**src/rtl/fwd_hazard_pkg.sv**
```systemverilog
// fwd_hazard_pkg
//   Shared types and helpers for the forwarding / load-use hazard unit.
//   fwdEntry_t : one tracked in-flight instruction {v, rd, ld}.
//   FWD_*      : forwarding select encodings (0 = register file, k = stage Sk).
//   clog2      : elaboration-time ceil(log2(n)).
package fwd_hazard_pkg;

    // Destination field in an entry is sized for the widest register address
    // we expect; narrower REG_W values are zero-extended on entry.
    localparam int ENT_RD_W = 8;

    typedef struct packed {
        logic                v;
        logic [ENT_RD_W-1:0] rd;
        logic                ld;
    } fwdEntry_t;

    localparam int FWD_RF = 0;
    localparam int FWD_S1 = 1;
    localparam int FWD_S2 = 2;

    function automatic int clog2(input int n);
        int r;
        r = 0;
        for (int i = 0; i < 31; i++) begin
            if ((1 << r) < n) r = r + 1;
        end
        return r;
    endfunction

endpackage

```
**src/rtl/fwd_src_match.sv**
```systemverilog
// fwd_src_match
//   Per-operand matcher against the tracked entries.
//   entries : [0] = candidate formed from the EX instruction, [1..DEPTH] = S1..S_DEPTH
//   exSrc   : EX-stage source register -> sel (0 = register file, k = Sk)
//   idSrc   : ID-stage source register -> ldPend (unresolvable load ahead of it)
module fwd_src_match
    import fwd_hazard_pkg::*;
#(
    parameter int REG_W      = 5,
    parameter int DEPTH      = 2,
    parameter int LOAD_STAGE = 2,
    parameter int SEL_W      = 2
) (
    input  fwdEntry_t [DEPTH:0] entries,
    input  logic [REG_W-1:0]    exSrc,
    input  logic [REG_W-1:0]    idSrc,
    output logic [SEL_W-1:0]    sel,
    output logic                ldPend
);

    always_comb begin
        sel    = SEL_W'(FWD_RF);
        ldPend = 1'b0;

        // Walk oldest to youngest so the youngest hit overwrites. A youngest hit
        // that is a load not yet forwardable yields 0 rather than falling back to
        // an older (stale) producer. Entries with rd=0 are never valid, so a
        // zero source can never match.
        for (int k = DEPTH; k >= 1; k--) begin
            if (entries[k].v && entries[k].rd == ENT_RD_W'(exSrc)) begin
                sel = (entries[k].ld && k < LOAD_STAGE) ? SEL_W'(FWD_RF) : SEL_W'(k);
            end
        end

        // Position p (0 = EX) holds a load whose data arrives too late for the
        // ID instruction if it moved into EX next cycle.
        for (int p = 0; p + 1 < LOAD_STAGE; p++) begin
            if (idSrc != '0 && entries[p].v && entries[p].ld &&
                entries[p].rd == ENT_RD_W'(idSrc)) begin
                ldPend = 1'b1;
            end
        end
    end

endmodule

```
**src/rtl/fwd_hazard_unit.sv**
```systemverilog
// fwd_hazard_unit
//   Forwarding-select and load-use stall generation for the pipelined datapath.
//   clk, rst            : clock, asynchronous active-high reset
//   pipe_en             : advance the tag shift register (0 = freeze, counter holds)
//   flush               : EX instruction squashed; S1 captures a bubble
//   ex_valid/ex_regwrite/ex_is_load/ex_rd/ex_src : EX-stage instruction
//   id_valid/id_src     : ID-stage instruction
//   fwd_sel             : per operand, 0 = register file, k = stage Sk
//   stall               : hold IF/ID and inject a bubble into EX
//   stall_cnt           : saturating count of stall cycles
module fwd_hazard_unit
    import fwd_hazard_pkg::*;
#(
    parameter int REG_W      = 5,
    parameter int NUM_SRC    = 2,
    parameter int DEPTH      = 2,
    parameter int LOAD_STAGE = 2,
    parameter int CNT_W      = 16
) (
    input  logic                                   clk,
    input  logic                                   rst,
    input  logic                                   pipe_en,
    input  logic                                   flush,
    input  logic                                   ex_valid,
    input  logic                                   ex_regwrite,
    input  logic                                   ex_is_load,
    input  logic [REG_W-1:0]                       ex_rd,
    input  logic [NUM_SRC*REG_W-1:0]               ex_src,
    input  logic                                   id_valid,
    input  logic [NUM_SRC*REG_W-1:0]               id_src,
    output logic [NUM_SRC*clog2(DEPTH+1)-1:0]      fwd_sel,
    output logic                                   stall,
    output logic [CNT_W-1:0]                       stall_cnt
);

    localparam int SEL_W = clog2(DEPTH + 1);

    fwdEntry_t [DEPTH:1]             stages;
    fwdEntry_t                       exEnt;
    fwdEntry_t [DEPTH:0]             entries;
    logic [NUM_SRC-1:0][SEL_W-1:0]   selRaw;
    logic [NUM_SRC-1:0]              ldPend;

    // The EX instruction as it would be captured into S1; a flush kills it,
    // which also masks its contribution to the stall in the same cycle.
    always_comb begin
        exEnt.v  = ex_valid & ex_regwrite & ~flush & (ex_rd != '0);
        exEnt.rd = ENT_RD_W'(ex_rd);
        exEnt.ld = ex_is_load;
    end

    assign entries = {stages, exEnt};

    always_ff @(posedge clk or posedge rst) begin
        if (rst) begin
            stages <= '0;
        end else if (pipe_en) begin
            stages[1] <= exEnt;
            for (int k = 2; k <= DEPTH; k++) stages[k] <= stages[k-1];
        end
    end

    for (genvar i = 0; i < NUM_SRC; i++) begin : gMatch
        fwd_src_match #(
            .REG_W      (REG_W),
            .DEPTH      (DEPTH),
            .LOAD_STAGE (LOAD_STAGE),
            .SEL_W      (SEL_W)
        ) uMatch (
            .entries (entries),
            .exSrc   (ex_src[i*REG_W +: REG_W]),
            .idSrc   (id_src[i*REG_W +: REG_W]),
            .sel     (selRaw[i]),
            .ldPend  (ldPend[i])
        );
    end

    // Outputs are forced quiet while reset is held, not just after the edge.
    assign fwd_sel = rst ? '0 : selRaw;
    assign stall   = ~rst & id_valid & (|ldPend);

    always_ff @(posedge clk or posedge rst) begin
        if (rst) begin
            stall_cnt <= '0;
        end else if (pipe_en && stall && stall_cnt != '1) begin
            stall_cnt <= stall_cnt + 1'b1;
        end
    end

endmodule
```
**config.mk**
```make
export PLATFORM = sky130hd
export DESIGN_NAME = fwd_hazard_unit
export DESIGN_NICKNAME = d
export VERILOG_FILES = /design/src/rtl/fwd_hazard_pkg.sv /design/src/rtl/fwd_src_match.sv /design/src/rtl/fwd_hazard_unit.sv
export SDC_FILE = /design/constraint.sdc
export NUM_CORES = 1
export LEC_CHECK = 0
export CAP_MARGIN = 20
export CORE_MARGIN = 10
export CORE_UTILIZATION = 50
export CTS_BUF_LIST = sky130_fd_sc_hd__clkbuf_8
export DETAILED_ROUTE_END_ITERATION = 8
export PLACE_DENSITY_LB_ADDON = 0.15
export SYNTH_ARGS = -nofsm -noshare
export SYNTH_HDL_FRONTEND = slang
export SYNTH_SLANG_ARGS = --single-unit
export TNS_END_PERCENT = 1
```
**constraint.sdc**
```tcl
create_clock -name clk -period 2.4 [get_ports clk]
set_input_delay 0.6 -clock clk [delete_from_list [all_inputs] [get_ports clk]]
set_output_delay 0.6 -clock clk [all_outputs]
set_load 0.01 [all_outputs]
```
# Yosys cells after proc, flatten, opt, wreduce, memory -nomap -nowiden
# Index checks and enable logic that the tools add are counted.
# word_totals
ff_bits	29
inputBits	33
# op_classes
add_sub_neg	1
eq_ne	7
muxes	8
n_bitwise	7
n_reduce_logical	16
# ops
operator	n
$eq A5 B5 Y1	6
$add A16 B1 Y16 const B	1
$ne A16 B16 Y1 const B	1
$reduce_bool A5 Y1	3
$logic_and A1 B1 Y1	12
$mux W2	4
$and A1 B1 Y1	5
$mux W4	1
$mux W1	3
$not A1 Y1	2
$reduce_or A2 Y1	1

# Longest topological paths before layout
# logic_depth
ltp_word	11
depth_mapped	6
mapped_depth_nobuf	6

# By module
# Synthesis repeated with hierarchy kept, for this count alone.
# hier_totals
hier_cells	169
hier_area_um2	1954.4
# modules_own_cells
mod	instances	cells_each	area_per_inst_um2	seq_area_each_um2
fwd_hazard_unit	1	113	1471.4	750.7
fwd_src_match	2	28	241.5	0.0

# Worst setup path before layout
# Ideal clock, no wire load.
# synth_timing
path_type	input to output
from	in ex_rd[0]
to	out stall
arrival_ps	1747
path_slack_ps	53
path_stages	5
n_path_buf	1
cell_sequence	or3_4 -> o311a_1 -> nand4_4 -> buf_12 -> a21boi_0
# synth_via
elab_chain_cells	8
# synth_lines
element	line	rtl
from (decl)	fwd_hazard_unit.sv:27	input logic [REG_W-1:0] ex_rd,
$reduce_bool A5 Y1	fwd_hazard_unit.sv:47	exEnt.v = ex_valid & ex_regwrite & ~flush & (ex_rd != '0);
$and A1 B1 Y1	fwd_hazard_unit.sv:47	
$logic_and A1 B1 Y1 (3 in series)	fwd_src_match.sv:38	if (idSrc != '0 && entries[p].v && entries[p].ld &&
$mux W1	fwd_src_match.sv:38	
$reduce_or A2 Y1 (*)	fwd_hazard_unit.sv:80	assign stall = ~rst & id_valid & (|ldPend);
$and A1 B1 Y1 (*)	fwd_hazard_unit.sv:80	
to (decl)	fwd_hazard_unit.sv:32	output logic stall,
# Mark *: on every way between the ends. The rest lies on a longest branch, timed or not.

# Final worst setup path
# layout_timing
from	in id_valid
to	out stall
# layout_via
elab_chain_cells	2
# layout_lines
element	line	rtl
from (decl)	fwd_hazard_unit.sv:29	input logic id_valid,
$and A1 B1 Y1 (2 in series)	fwd_hazard_unit.sv:80	
# Every way passes these cells.

==> impl_metrics.tcl <==
set metrics [dict create \
    synth_warnings 0 \
    failed_checks "setup timing" \
    nets 276 \
    synthToLayoutAreaGrowth_pct 47.91 \
    avgSynthCellArea_um2 11.70 \
    setup_violations 1 \
    portBuffers 53 \
    period_share_pct 100.2 \
    finalNonFillerCells 291 \
    n_antenna_cell 0 \
    die_x_um 81.96 \
    insertion_delay_ns 0.28 \
    hold_buffers 0 \
    ys_ff_latch 29 \
    gp_congestion 0.8418 \
    yosysMostFrequentCell "xor2_1" \
    netlist_top_cells_count "xor2_1 (33), dfrtp_1 (29), mux2_2 (13)" \
    crit_family "buffers and inverters" \
    cts_tree "done" \
    cp_max_fo 2 \
    synth_cell_type_count 38 \
    drive_gt1_share_pct 37.04 \
    ant_nets 0 \
    rsz0062_at_grt "true" \
    max_slew.worst_pin.slew_ns 0.4487 \
    synth_edf_count 0 \
    dr.first_iter.drc_count 108 \
    crit_path_max_incr_delay_ns 0.49 \
    grt_first_pass_wirelength_mm 8.970 \
    yosysTopAreaCellShare_pct 37.81 \
    synth.net_count 198 \
    maxSlewViolCount 0 \
    fmax_mhz 415.9 \
    cp.required_ns 1.80 \
    cellLeakagePower_nw 1.239 \
    utilization_pct 76.97 \
    antenna_found_initial 0 \
    setup_ws_ns -0.004244 \
    placedCellCount 280 \
    fp.dieH_um 81.96 \
    min_period_ns 2.404 \
    totalPowerFinal_mw 1.320 \
    ir_drop_mv 0.3127 \
    cts_made_buffers 5 \
    cp_slowest_cell "clkdlybuf4s50_1" \
    syn_area_mm2 0.001919 \
    maxCapViolCount 0 \
    grt_pass1_vias 1735 \
    clock_path_buffers 2 \
    path_buf_inv 2 \
    clock-root-buffer "clkbuf_8" \
    run_status "finished with violations" \
    clock_skew_ns 0.003479 \
    dieArea_mm2 0.006717 \
    htree_levels 2 \
    min_path_type "reg -> reg" \
    core_mm2 0.003689 \
    gr-total-overflow 0 \
    synth_cells 164 \
    ys_seq_area_share_pct 37.81 \
    cts_sinks 29 \
    grt_max_degree 19 \
    dpl_cell_area_mm2 0.002620 \
    routedWlPerCell_um 18.81 \
    crit_path_end_kind "output pin" \
    hold_slack_ns 0.4965 \
    dp_hpwl_mm 4.069 \
    first_pass_iters 4 \
    ys.flop_type "dfrtp_1" \
    clk_pin_slew_worst_paths_ns 0.07 \
    yosys-top-cells-area "dfrtp_1 (38%), xor2_1 (15%), mux2_2 (7.6%)" \
    arrival_ns 1.80 \
    path_cells "clkdlybuf4s50_1, and3b_1, o311a_4, a21boi_2, buf_2" \
    critPathLaunchType "primary input" \
    gr-usage-all-layers_pct 17.29 \
    yosysTopAreaCell "dfrtp_1" \
    finalInstanceArea_mm2 0.002839 \
    via_count 1590 \
    post-route-drc-count 0 \
    critPathKind "in -> out" \
    initial_utilization_pct 52.04 \
    finalHoldViolCount 0 \
    async_flop_share_pct 100.0 \
    io_pins 54 \
    max_slew_margin_pct 69.99 \
    cellPowerDensity_mw_per_mm2 464.9 \
    rows 22 \
    avgViaCountPerCell 5.464 \
    routed_wl_mm 5.474 \
]
==> what timing repair did <==
action	in CTS	in global routing
gates resized for setup	61	26
buffers inserted	1	2
pin swaps	13	12
endpoints found under the setup margin	12	9
==> kinds of logic (layout without fill, tap and decap cells) <==
group           count (synthesis)  count (layout)  synth area share, %
mux                            15              15                9.192
compound gates                 22              22                15.58
fa+ha+maj                       1               1               0.6518
xor+xnor                       42              42                19.17
simple gates                   45              45                13.95
flops                          29              29                37.81
buf+inv                        10              89                3.650
==> final timing paths <==
kind | slack [ns] | cells after the start | to | start
worst max-delay path | -0.004 | 5 | stall | id_valid
max in group asynchronous | 1.56 | 4 | entries[15] | rst
worst min-delay path | 0.50 | 1 | stall_cnt[11] | stall_cnt[11]
min in group asynchronous | 0.54 | 4 | entries[22] | rst
worst min register to register | 0.50 | 1 | stall_cnt[11] | stall_cnt[11]
worst max register to register | 0.55 | 6 | stall_cnt[7] | stall_cnt[0]
==> per-stage QoR <==
| stage | setup WS [ns] | TNS (ns) |
|---|---|---|
| 6_report | -0.004244 | -0.004244 |
| 5_1_grt | -0.04664 | -0.09881 |
| 4_1_cts | -0.03725 | -0.05860 |
| 3_5_place_dp | -0.7983 | -8.208 |
| 3_3_place_gp | -0.7594 | -7.085 |
| 2_1_floorplan | 0.05250 | 0 |
==> sequential cells by signal, indices dropped and copies added (netlist names) <==
name       cells
entries       13
stall_cnt     16
==> metal layers <==
| layer | GRT usage (%) | part of all wire, % | routed length, um |
|---|---|---|---|
| met1 | 19.90 | 41 | 2235 |
| met2 | 29.23 | 51 | 2819 |
| met3 | 6.987 | 6.9 | 375 |
| met4 | 4.422 | 0.80 | 44 |
| met5 | 0 | 0 | 0 |
==> cells in the final DEF (no fill, tap or decap), types with 5 or more instances in the layout <==
cell / n
xor2_1: 30
buf_4: 22
mux2_2: 13
buf_2: 6
clkbuf_8: 6
inv_1: 6
nand3_1: 11
clkdlybuf4s50_1: 24
nand2_1: 8
dlygate4sd2_1: 15
dfrtp_1: 28
nand4_1: 5
==> final cells by class <==
class / instances / area, um2
clock buffers: 6 / 82.58
clock inverters: 2 / 33.78
fillers: 259 / 849.6
inverters: 5 / 18.77
multi-input cells: 125 / 1270
flip-flops and latches: 29 / 726.9
well taps: 48 / 60.06
repair buffers: 76 / 646.9
==> where the power goes <==
part           switching (mW)  internal (mW)
combinational           0.113          0.133
clock                   0.192          0.334
sequential             0.0332          0.515
total                   0.338          0.982
Note: power is estimated with default switching activity, not from simulation.
